## src/rtl/a12_edge_qual_if.sv

```systemverilog
// Signal bundle between the A12 edge qualifier and its stimulus/consumer side.
// The qualifier block connects through the slave modport.
interface a12_edge_qual_if;
  logic       ppu_a12;
  logic       en;
  logic       edge_ack;
  logic       drop_clr;
  logic       edge_pend;
  logic       edge_pulse;
  logic       a12_sync;
  logic [7:0] drop_cnt;
  logic       low_sat;

  modport master (
    output ppu_a12, en, edge_ack, drop_clr,
    input  edge_pend, edge_pulse, a12_sync, drop_cnt, low_sat
  );

  modport slave (
    input  ppu_a12, en, edge_ack, drop_clr,
    output edge_pend, edge_pulse, a12_sync, drop_cnt, low_sat
  );
endinterface

```

## src/rtl/a12_edge_qual.sv

```systemverilog
// PPU A12 rise qualifier feeding the MMC3-style scanline counter: synchronizes A12,
// measures low time and holds qualified events. Define A12_HIGH_QUAL_EN for high-time confirmation.
module a12_edge_qual #(
  parameter int LOW_MIN     = 24,
  parameter int HIGH_MIN    = 3,
  parameter int SYNC_STAGES = 2
) (
  input logic            clk,
  input logic            rst_n,
  a12_edge_qual_if.slave bus
);

  localparam logic [7:0] LOW_MIN_C = 8'(LOW_MIN);

  if ((LOW_MIN < 1) || (LOW_MIN > 255)) begin : g_bad_low_min
    $error("LOW_MIN out of range");
  end
  if ((HIGH_MIN < 1) || (HIGH_MIN > 15)) begin : g_bad_high_min
    $error("HIGH_MIN out of range");
  end
  if ((SYNC_STAGES < 2) || (SYNC_STAGES > 3)) begin : g_bad_sync
    $error("SYNC_STAGES out of range");
  end

`ifdef A12_HIGH_QUAL_EN
  localparam logic [3:0] HIGH_MIN_C = 4'(HIGH_MIN);
  typedef enum logic [1:0] {
    ST_HIGH    = 2'd0,
    ST_LOW     = 2'd1,
    ST_ARMED   = 2'd2,
    ST_CONFIRM = 2'd3
  } state_t;
  logic [3:0] hi_cnt_r;
`else
  typedef enum logic [1:0] {
    ST_HIGH  = 2'd0,
    ST_LOW   = 2'd1,
    ST_ARMED = 2'd2
  } state_t;
`endif

  state_t                 state_r;
  logic [SYNC_STAGES-1:0] sync_r;
  logic                   a12_s;
  logic [7:0]             low_cnt_r;
  logic [7:0]             low_cnt_nxt_s;
  logic                   low_sat_r;
  logic                   hold_low_s;
  logic                   edge_pulse_r;
  logic                   edge_pend_r;
  logic [7:0]             drop_cnt_r;

  assign a12_s          = sync_r[SYNC_STAGES-1];
  assign bus.a12_sync   = a12_s;
  assign bus.low_sat    = low_sat_r;
  assign bus.edge_pulse = edge_pulse_r;
  assign bus.edge_pend  = edge_pend_r;
  assign bus.drop_cnt   = drop_cnt_r;

  // Metastability synchronizer for the asynchronous A12 input
  always_ff @(posedge clk or negedge rst_n) begin
    if (!rst_n) begin
      sync_r <= '0;
    end else begin
      sync_r <= {sync_r[SYNC_STAGES-2:0], bus.ppu_a12};
    end
  end

  // A high glitch during confirmation must not discard the low time already measured
`ifdef A12_HIGH_QUAL_EN
  assign hold_low_s = (state_r == ST_ARMED) || (state_r == ST_CONFIRM);
`else
  assign hold_low_s = 1'b0;
`endif

  // Next low-time count: saturating at LOW_MIN, cleared by a high sample or disable
  always_comb begin
    low_cnt_nxt_s = low_cnt_r;
    if (!bus.en) begin
      low_cnt_nxt_s = 8'd0;
    end else if (hold_low_s) begin
      low_cnt_nxt_s = low_cnt_r;
    end else if (a12_s) begin
      low_cnt_nxt_s = 8'd0;
    end else if (low_cnt_r < LOW_MIN_C) begin
      low_cnt_nxt_s = low_cnt_r + 8'd1;
    end else begin
      low_cnt_nxt_s = low_cnt_r;
    end
  end

  // Low-time counter and its saturation flag, kept in lockstep
  always_ff @(posedge clk or negedge rst_n) begin
    if (!rst_n) begin
      low_cnt_r <= 8'd0;
      low_sat_r <= 1'b0;
    end else begin
      low_cnt_r <= low_cnt_nxt_s;
      low_sat_r <= (low_cnt_nxt_s == LOW_MIN_C);
    end
  end

  // Qualification state machine with registered event strobe
  always_ff @(posedge clk or negedge rst_n) begin
    if (!rst_n) begin
      state_r      <= ST_HIGH;
      edge_pulse_r <= 1'b0;
`ifdef A12_HIGH_QUAL_EN
      hi_cnt_r     <= 4'd0;
`endif
    end else begin
      edge_pulse_r <= 1'b0;
      if (!bus.en) begin
        state_r <= ST_HIGH;
`ifdef A12_HIGH_QUAL_EN
        hi_cnt_r <= 4'd0;
`endif
      end else begin
        case (state_r)
          ST_HIGH: begin
            if (!a12_s) begin
              state_r <= ST_LOW;
            end else begin
              state_r <= ST_HIGH;
            end
          end
          ST_LOW: begin
            if (a12_s) begin
              state_r <= ST_HIGH;
            end else if (low_sat_r) begin
              state_r <= ST_ARMED;
            end else begin
              state_r <= ST_LOW;
            end
          end
          ST_ARMED: begin
            if (a12_s) begin
`ifdef A12_HIGH_QUAL_EN
              if (HIGH_MIN_C <= 4'd1) begin
                edge_pulse_r <= 1'b1;
                state_r      <= ST_HIGH;
              end else begin
                hi_cnt_r <= 4'd1;
                state_r  <= ST_CONFIRM;
              end
`else
              edge_pulse_r <= 1'b1;
              state_r      <= ST_HIGH;
`endif
            end else begin
              state_r <= ST_ARMED;
            end
          end
`ifdef A12_HIGH_QUAL_EN
          ST_CONFIRM: begin
            if (!a12_s) begin
              hi_cnt_r <= 4'd0;
              state_r  <= ST_ARMED;
            end else if ((hi_cnt_r + 4'd1) >= HIGH_MIN_C) begin
              hi_cnt_r     <= 4'd0;
              edge_pulse_r <= 1'b1;
              state_r      <= ST_HIGH;
            end else begin
              hi_cnt_r <= hi_cnt_r + 4'd1;
              state_r  <= ST_CONFIRM;
            end
          end
`endif
          default: begin
            state_r <= ST_HIGH;
          end
        endcase
      end
    end
  end

  // Pending flag (new event beats a same-cycle ack) and saturating drop counter
  always_ff @(posedge clk or negedge rst_n) begin
    if (!rst_n) begin
      edge_pend_r <= 1'b0;
      drop_cnt_r  <= 8'd0;
    end else begin
      if (edge_pulse_r) begin
        edge_pend_r <= 1'b1;
      end else if (bus.edge_ack) begin
        edge_pend_r <= 1'b0;
      end else begin
        edge_pend_r <= edge_pend_r;
      end
      if (bus.drop_clr) begin
        drop_cnt_r <= 8'd0;
      end else if (edge_pulse_r && edge_pend_r && !bus.edge_ack && (drop_cnt_r != 8'hFF)) begin
        drop_cnt_r <= drop_cnt_r + 8'd1;
      end else begin
        drop_cnt_r <= drop_cnt_r;
      end
    end
  end

endmodule

```

## src/flat_wrapper.sv

```systemverilog
// flat-port wrapper written by rule: the top's interface ports become plain ports
module a12_edge_qual_flat 
#(
  parameter int LOW_MIN     = 24,
  parameter int HIGH_MIN    = 3,
  parameter int SYNC_STAGES = 2
)
  (clk, rst_n, bus_ppu_a12, bus_en, bus_edge_ack, bus_drop_clr, bus_edge_pend, bus_edge_pulse, bus_a12_sync, bus_drop_cnt, bus_low_sat);
  a12_edge_qual_if bus_i ();
  input logic clk;
  input logic rst_n;
  input wire logic [$bits(bus_i.ppu_a12)-1:0] bus_ppu_a12;
  input wire logic [$bits(bus_i.en)-1:0] bus_en;
  input wire logic [$bits(bus_i.edge_ack)-1:0] bus_edge_ack;
  input wire logic [$bits(bus_i.drop_clr)-1:0] bus_drop_clr;
  output wire logic [$bits(bus_i.edge_pend)-1:0] bus_edge_pend;
  output wire logic [$bits(bus_i.edge_pulse)-1:0] bus_edge_pulse;
  output wire logic [$bits(bus_i.a12_sync)-1:0] bus_a12_sync;
  output wire logic [$bits(bus_i.drop_cnt)-1:0] bus_drop_cnt;
  output wire logic [$bits(bus_i.low_sat)-1:0] bus_low_sat;
  assign bus_i.ppu_a12 = bus_ppu_a12;
  assign bus_i.en = bus_en;
  assign bus_i.edge_ack = bus_edge_ack;
  assign bus_i.drop_clr = bus_drop_clr;
  assign bus_edge_pend = bus_i.edge_pend;
  assign bus_edge_pulse = bus_i.edge_pulse;
  assign bus_a12_sync = bus_i.a12_sync;
  assign bus_drop_cnt = bus_i.drop_cnt;
  assign bus_low_sat = bus_i.low_sat;
  a12_edge_qual #(.LOW_MIN(LOW_MIN), .HIGH_MIN(HIGH_MIN), .SYNC_STAGES(SYNC_STAGES)) u_core (.clk(clk), .rst_n(rst_n), .bus(bus_i));
endmodule
```

## config.mk

```make
export PLATFORM = sky130hd
export DESIGN_NAME = a12_edge_qual_flat
export DESIGN_NICKNAME = d
export VERILOG_FILES = /design/src/rtl/a12_edge_qual_if.sv /design/src/rtl/a12_edge_qual.sv /design/src/flat_wrapper.sv
export SDC_FILE = /design/constraint.sdc
export NUM_CORES = 1
export LEC_CHECK = 0
export CAP_MARGIN = 20
export CORE_MARGIN = 1.5
export CORE_UTILIZATION = 45
export CTS_CLUSTER_DIAMETER = 30
export DETAILED_ROUTE_END_ITERATION = 8
export GPL_TIMING_DRIVEN = 0
export PLACE_DENSITY = 0.69
export SYNTH_ARGS = -nofsm -noshare
export SYNTH_HDL_FRONTEND = slang
export SYNTH_SLANG_ARGS = --single-unit
export TNS_END_PERCENT = 1
```

## constraint.sdc

```tcl
create_clock -name clk -period 2.5 [get_ports clk]
set_clock_uncertainty 0.2 [all_clocks]
set_input_delay 0.5 -clock clk [delete_from_list [all_inputs] [get_ports clk]]
set_output_delay 0.5 -clock clk [all_outputs]
set_load 0.1 [all_outputs]
```

==> results of run 1 <==
## final cells by class
class	count	area, um2	share of cell area, %
Tap cell	28	35.0	2.79
Clock buffer	4	26.3	2.09
Inverter	2	7.51	0.597
Buffer	1	3.75	0.299
Sequential cell	23	576	45.8
Timing Repair Buffer	17	156	12.4
Multi-Input combinational cell	66	453	36.0
## metrics by stage
| step | area [um2] | setup slack [ns] |
|---|---|---|
| 3_3_place_gp | 1230 | 0.224 |
| 4_1_cts | 1250 | 0.155 |
| 3_5_place_dp | 1230 | 0.212 |
| 6_report | 1260 | 0.167 |
| 5_1_grt | 1260 | 0.0872 |
| 2_1_floorplan | 1040 | 0.168 |
## flip-flops by register name (all words and copies together), names as in the netlist
name	flops
u_core.bus.low_sat	1
u_core.bus.edge_pulse	1
u_core.sync_r	2
u_core.low_cnt_r	8
u_core.state_r	2
u_core.bus.edge_pend	1
u_core.bus.drop_cnt	8
## worst register-to-register path: cells and delay by family, from the launching register on
family	cells	cell delay (ns)
flip-flops	1	0.45
XOR/XNOR	1	0.18
AO/OA/AOI/OAI	1	0.52
AND/OR/NAND/NOR	2	0.44
## what timing repair did
item	CTS	global route
gates resized for setup	12	0
endpoints found under the setup margin	12	0
hold buffers	0	0
## cell usage in the layout (no fill, tap or decap), types with 2 or more instances in the layout
cell type	n
sky130_fd_sc_hd__dfrtp_1	23
sky130_fd_sc_hd__dlygate4sd2_1	12
sky130_fd_sc_hd__nor2_1	11
sky130_fd_sc_hd__nand2_1	5
sky130_fd_sc_hd__a21oi_1	5
sky130_fd_sc_hd__xor2_1	4
sky130_fd_sc_hd__clkdlybuf4s50_1	4
sky130_fd_sc_hd__and2_1	3
sky130_fd_sc_hd__mux2i_1	3
sky130_fd_sc_hd__nand4_1	3
sky130_fd_sc_hd__o21ai_0	3
sky130_fd_sc_hd__clkbuf_4	3
sky130_fd_sc_hd__nand2b_1	2
sky130_fd_sc_hd__a21o_1	2
sky130_fd_sc_hd__nand3_1	2
sky130_fd_sc_hd__o31ai_1	2
sky130_fd_sc_hd__or4_1	2
sky130_fd_sc_hd__or3_1	2
sky130_fd_sc_hd__inv_1	2
sky130_fd_sc_hd__ha_1	2
## cell families after synthesis
group           count (synthesis)  share of synthesized area [%]
compound gates                 15                           10.9
xor+xnor                        5                           4.21
fa+ha+maj                       2                           2.41
buf+inv                         3                           1.08
flops                          23                           55.4
mux                             4                           3.97
simple gates                   40                           22.0
## power by group through the flow
stage	clock network (mW)	registers (mW)	logic, mW
6_report	0.164	0.379	0.0342
5_1_grt	0.192	0.380	0.0385
4_1_cts	0.175	0.379	0.0331
3_5_place_dp	0	0.386	0.0338
3_3_place_gp	0	0.386	0.0333
2_1_floorplan	0	0.392	0.00974
## cells in the mapped netlist
library cell | n | share of area (%)
sky130_fd_sc_hd__a2111oi_4 | 1 | 2.6
sky130_fd_sc_hd__a21o_1 | 2 | 1.4
sky130_fd_sc_hd__a21oi_1 | 5 | 2.4
sky130_fd_sc_hd__and2_1 | 3 | 1.8
sky130_fd_sc_hd__and3_1 | 1 | 0.60
sky130_fd_sc_hd__and3_2 | 1 | 0.72
sky130_fd_sc_hd__and3b_1 | 1 | 0.84
sky130_fd_sc_hd__and4b_1 | 1 | 0.96
sky130_fd_sc_hd__buf_1 | 1 | 0.36
sky130_fd_sc_hd__dfrtp_1 | 23 | 55
sky130_fd_sc_hd__ha_1 | 2 | 2.4
sky130_fd_sc_hd__inv_1 | 2 | 0.72
sky130_fd_sc_hd__mux2_2 | 1 | 1.1
sky130_fd_sc_hd__mux2i_1 | 3 | 2.9
sky130_fd_sc_hd__nand2_1 | 5 | 1.8
sky130_fd_sc_hd__nand2b_1 | 2 | 1.2
sky130_fd_sc_hd__nand3_1 | 2 | 0.96
sky130_fd_sc_hd__nand3b_1 | 1 | 0.72
sky130_fd_sc_hd__nand4_1 | 3 | 1.8
sky130_fd_sc_hd__nor2_1 | 11 | 4.0
sky130_fd_sc_hd__nor2b_1 | 1 | 0.60
sky130_fd_sc_hd__nor3_1 | 1 | 0.48
sky130_fd_sc_hd__nor3b_1 | 1 | 0.72
sky130_fd_sc_hd__nor4b_2 | 1 | 1.4
sky130_fd_sc_hd__o211ai_1 | 1 | 0.72
sky130_fd_sc_hd__o21ai_0 | 3 | 1.4
sky130_fd_sc_hd__o21ai_2 | 1 | 0.84
sky130_fd_sc_hd__o31ai_1 | 2 | 1.4
sky130_fd_sc_hd__or3_1 | 2 | 1.2
sky130_fd_sc_hd__or3_2 | 1 | 0.72
sky130_fd_sc_hd__or4_1 | 2 | 1.4
sky130_fd_sc_hd__xnor2_1 | 1 | 0.84
sky130_fd_sc_hd__xor2_1 | 4 | 3.4
## layer usage
layer | up-vias | global-route usage, % | part of all wire [%]
li1 | 368 | - | -
met2 | 14 | 24.9 | 48
met3 | 2 | 6.14 | 5.2
met1 | 356 | 18.8 | 46
met4 | 0 | 5.41 | 1.0
met5 | - | 0 | 0
## final timing paths
check,start,to,slack [ns],cells after the start
setup / recovery,u_core.bus.drop_cnt[2],bus_drop_cnt[2],0.17,1
hold / removal,u_core.sync_r[0],u_core.sync_r[1],0.16,0
setup reg to reg,u_core.low_cnt_r[3],u_core.bus.low_sat,0.61,4
hold reg to reg,u_core.sync_r[0],u_core.sync_r[1],0.16,0
max in group asynchronous,rst_n,u_core.low_cnt_r[0],1.26,2
min in group asynchronous,rst_n,u_core.bus.edge_pulse,0.35,1
==> reports/qor.yml, run 1 <==
grt:
  groute.usage.overall_pct: 15.5
  grt_start_max_net_pins: 24
  first_global_vias: 671
  antenna_violations_before_repair: 0
  grt_pass1_wl_um: 2880
  globalRoute.totalOverflow: 0
timing:
  fmax_ghz: 0.429
  totalNegativeSetupSlack_ns: 0
  max-slew-margin-rel_pct: 36.8
  hold_violations: 0
  setup_viol: 0
  min_period_ns: 2.33
  slew_viol_final: 0
  max_slew.worst_pin.slew_ns: 0.953
  rsz0062_at_grt: "no"
  fin_worst_hold_slack_ns: 0.164
  post-route-period-util_pct: 93.3
logic_synthesis:
  synth_seq_cells: 23
  synth.net_count: 100
  synth_seq_area_share_pct: 55.4
  synthDistinctLibCells: 33
  synthesis.yosys.warnings: 0
  syn-instance-count: 92
  total_standard_cell_area_after_synthesis_mm2: 0.00104
  syn_avg_cell_area_um2: 11.3
place:
  numPlacedInstances: 136
  gp_congestion: 0.726
  detailed_place_hpwl_um: 1240
  buffer_ports.inserted: 16
pwr:
  power.total_mw: 0.577
  cellLeakagePower_nw: 0.613
  worst_vdd_ir_uv: 372
  power_switching_mw: 0.126
  p_int_mw: 0.451
  comb_power_share_pct: 5.9
  p_per_area_mw_per_mm2: 459
  power.share.switching_pct: 21.9
  power.sequential.fraction_pct: 65.7
  clkPwrFrac_pct: 28.4
floorplanning:
  fp.dieW_um: 51.1
  core_area_mm2: 0.00219
  die_h_um: 51.1
  dieArea_mm2: 0.00261
  boundaryPins: 18
  num_rows: 17
  floorplan.initialDensity_pct: 47.5
hold_path:
  hold_class: "reg2reg"
detailed_routing:
  routed-via-count: 740
  post_drt_via_cell_ratio: 5.25
  tritonroute_pass_1_iters: 4
  drc_errors: 0
  totalWireLength_um: 1700
  drt.antenna.violating_nets: 0
  detail_route.wl_per_cell_um: 12.1
  detailedRoute.firstIterationViolations: 11
setup_path:
  crit_fanout: 7
  data_arrival_time_of_the_worst_path_ns: 1.63
  crit_chain: "dlygate4sd2_1"
  critPathSlowestCell: "sky130_fd_sc_hd__dlygate4sd2_1"
  worstSetupEndpointType: "output pin"
  critical_path.top_delay_family: "buffers and inverters"
  start_kind: "flip-flop"
  cp_num_buf_inv: 1
  critPathRequiredTime_ns: 1.80
  path_class: "reg2out"
  cp_slowest_stage_delay_ns: 0.88
clocking:
  tritoncts: "yes"
  cts_made_buffers: 3
  postCtsSetupRepairBufs: 0
  cts_max_level: 1
  clkLatencyLatePin_ns: 0.30
  maximum_buffer_depth_of_the_clock_tree: 2
  cts_sinks: 23
  cts.root.buffer_cell: "sky130_fd_sc_hd__clkbuf_4"
  clk_pin_slew_ns: 0.11
final_layout:
  nNetsFinal: 122
  final_core_utilization_pct: 57.4
  synthToLayoutAreaGrowth_pct: 20.9
  n_fill_cell: 197
  num_antenna_cells: 0
  final_layout_size_suffix_gt1_share_pct: 8.85
  layout.cells.non_filler: 141
flow_run:
  maxCapViolCount: 0
outcome:
  status: "finished clean"
(Power assumes the default switching activity.)
==> run 2: changes to the inputs <==
--- a/config.mk
+++ b/config.mk
@@ -5,12 +5,12 @@
 export SDC_FILE = /design/constraint.sdc
 export NUM_CORES = 1
 export LEC_CHECK = 0
-export CAP_MARGIN = 20
 export CORE_MARGIN = 1.5
 export CORE_UTILIZATION = 45
 export CTS_CLUSTER_DIAMETER = 30
 export DETAILED_ROUTE_END_ITERATION = 8
 export GPL_TIMING_DRIVEN = 0
+export MAX_ROUTING_LAYER = met4
 export PLACE_DENSITY = 0.69
 export SYNTH_ARGS = -nofsm -noshare
 export SYNTH_HDL_FRONTEND = slang
==> run 2 against run 1 <==
Against the previous run: critical path depth unchanged; setup slack better by 0.0032 ns; sequential share of layout area up 0.41 points; register-to-register slack about the same; sequential power about the same; global-route usage up 0.42 points; clock-buffer cell count unchanged; combinational power down 6%; non-clock buffer count down 1.
==> reports/qor.yml, run 2 (synthesis results as in run 1) <==
outcome:
  status: "finished clean"
floorplanning:
  floorplan.initialDensity_pct: 47.5  # unchanged
  dieArea_mm2: 0.00261  # unchanged
  core_area_mm2: 0.00219  # unchanged
  num_rows: 17  # unchanged
  fp.dieW_um: 51.1  # unchanged
  die_h_um: 51.1  # unchanged
  boundaryPins: 18  # unchanged
grt:
  gr-max-usage-layer: "met2"
  antenna_violations_before_repair: 0  # unchanged
  grt_start_max_net_pins: 24  # unchanged
  globalRoute.totalOverflow: 0  # unchanged
  grt_util_met2_pct: 24.9  # unchanged
  groute.usage.overall_pct: 15.9  # +0.42 points
  first_global_vias: 672  # +0.15%
  grtUsageMet3_pct: 6.14  # unchanged
  global_route_track_usage_on_met1_pct: 18.8  # unchanged
  grt_pass1_wl_um: 2880  # unchanged
final_layout:
  num_antenna_cells: 0  # unchanged
  nNetsFinal: 121  # -0.82%
  final_common_cell: "sky130_fd_sc_hd__dfrtp_1"
  final_layout_size_suffix_gt1_share_pct: 8.04  # -0.81 points
  synthToLayoutAreaGrowth_pct: 19.9
  layout_common_cells: "sky130_fd_sc_hd__dfrtp_1 (23), sky130_fd_sc_hd__dlygate4sd2_1 (12), sky130_fd_sc_hd__nor2_1 (11), sky130_fd_sc_hd__nand2_1 (5), sky130_fd_sc_hd__a21oi_1 (5)"
flow_run:
  maxCapViolCount: 0  # unchanged
detailed_routing:
  drc_errors: 0  # unchanged
  routed-via-count: 730  # -1.4%
  tritonroute_pass_1_iters: 4  # unchanged
  totalWireLength_um: 1700  # -0.24%
  post_drt_via_cell_ratio: 5.21  # -0.65%
  detailedRoute.firstIterationViolations: 11  # unchanged
  drt.antenna.violating_nets: 0  # unchanged
  detail_route.wl_per_cell_um: 12.1  # +0.48%
pwr:
  power.sequential.fraction_pct: 65.7  # about the same
  power.share.switching_pct: 22.2  # +0.28 points
  power.total_mw: 0.577  # about the same
  worst_vdd_ir_uv: 377  # +1.5%
  p_per_area_mw_per_mm2: 463  # +0.93%
  cellLeakagePower_nw: 0.607  # -0.99%
  comb_power_share_pct: 5.6  # -0.3 points
  p_int_mw: 0.449  # -0.33%
  clkPwrFrac_pct: 28.7  # +0.3 points
  power_switching_mw: 0.128  # +1.3%
setup_path:
  cp_num_buf_inv: 1  # unchanged
  critical_path.top_delay_family: "buffers and inverters"
  start_kind: "flip-flop"
  crit_chain: "dlygate4sd2_1"
  worstSetupEndpointType: "output pin"
  critPathSlowestCell: "sky130_fd_sc_hd__dlygate4sd2_1"
  critPathRequiredTime_ns: 1.80  # about the same
  data_arrival_time_of_the_worst_path_ns: 1.63  # about the same
  crit_fanout: 7  # unchanged
  path_class: "reg2out"
  cp_slowest_stage_delay_ns: 0.88  # about the same
timing:
  slew_viol_final: 0  # unchanged
  fmax_ghz: 0.429  # +0.14%
  totalNegativeSetupSlack_ns: 0  # unchanged
  max-slew-margin-rel_pct: 33.3  # -3.4 points
  rsz0062_at_grt: "no"
  max_slew.worst_pin.slew_ns: 0.997  # +0.0443 ns
  setup_viol: 0  # unchanged
  post-route-period-util_pct: 93.2  # -0.13 points
  min_period_ns: 2.33  # -0.00315 ns
  hold_violations: 0  # unchanged
clocking:
  ctsHoldBuffers: 0  # unchanged
  clk_pin_slew_ns: 0.12  # about the same
  tritoncts: "yes"
  cts.root.buffer_cell: "sky130_fd_sc_hd__clkbuf_4"
  cts_made_buffers: 3  # unchanged
  maximum_buffer_depth_of_the_clock_tree: 2  # unchanged
  cts_max_level: 1  # unchanged
  clkLatencyLatePin_ns: 0.30  # about the same
  cts_sinks: 23  # unchanged
hold_path:
  hold_class: "reg2reg"
place:
  gp_congestion: 0.735  # +1.2%
  detailed_place_hpwl_um: 1240  # unchanged
  buffer_ports.inserted: 16  # unchanged
[run 2: cell count changes in the layout (fill, tap and decap cells not counted), sizes merged]
cell	before	now
buf	2	1
[run 2: power groups by stage]
stage	clock, mW	sequential [mW]	combinational (mW)
6_report	0.166	0.379	0.0323
5_1_grt	0.192	0.380	0.0365
4_1_cts	0.175	0.379	0.0331
3_5_place_dp	0	0.386	0.0338
3_3_place_gp	0	0.386	0.0333
2_1_floorplan	0	0.392	0.00974
[run 2: path summary, 6_finish.rpt]
check	startpoint	end	slack, ns	cells after the start
min in group asynchronous	rst_n	u_core.low_cnt_r[7]	0.53	1
min	u_core.sync_r[0]	u_core.sync_r[1]	0.16	0
max reg2reg	u_core.low_cnt_r[3]	u_core.bus.low_sat	0.62	4
min reg2reg	u_core.sync_r[0]	u_core.sync_r[1]	0.16	0
max	u_core.bus.drop_cnt[2]	bus_drop_cnt[2]	0.17	1
max in group asynchronous	rst_n	u_core.bus.drop_cnt[2]	0.97	1
[run 2: layout make-up]
class	count	area (um2)
fill	197	945
multi-input combinational	66	453
clock buffer	4	26.3
inverter	2	7.51
sequential	23	576
tap	28	35.0
timing repair buffer	16	145
buffer	1	3.75
[run 2: per-layer routing]
metal | vias to the layer above | wire length, um
met3 | 2 | 92
met1 | 347 | 794
met5 | - | 0
met4 | 0 | 17
met2 | 16 | 792
li1 | 365 | -
[run 2: metrics by stage]
stage / hold slack, ns / worst slack (ns) / cell area [um2] / cells / utilization (%)
finish: 0.165 / 0.170 / 1250 / 140 / 56.9
global route: 0.183 / 0.0872 / 1250 / 140 / 56.9
CTS: 0.167 / 0.155 / 1250 / 140 / 56.9
detailed placement: 0.138 / 0.212 / 1230 / 136 / 56.4
global placement: 0.136 / 0.224 / 1230 / 136 / 56.4
floorplan: 0.00441 / 0.168 / 1040 / 92 / -
[run 2: timing repair]
action | 4_1_cts | 5_1_grt
buffers inserted | 0 | 0
endpoints found under the hold margin | 0 | 0
gates resized for setup | 12 | 0
endpoints found under the setup margin | 12 | 0
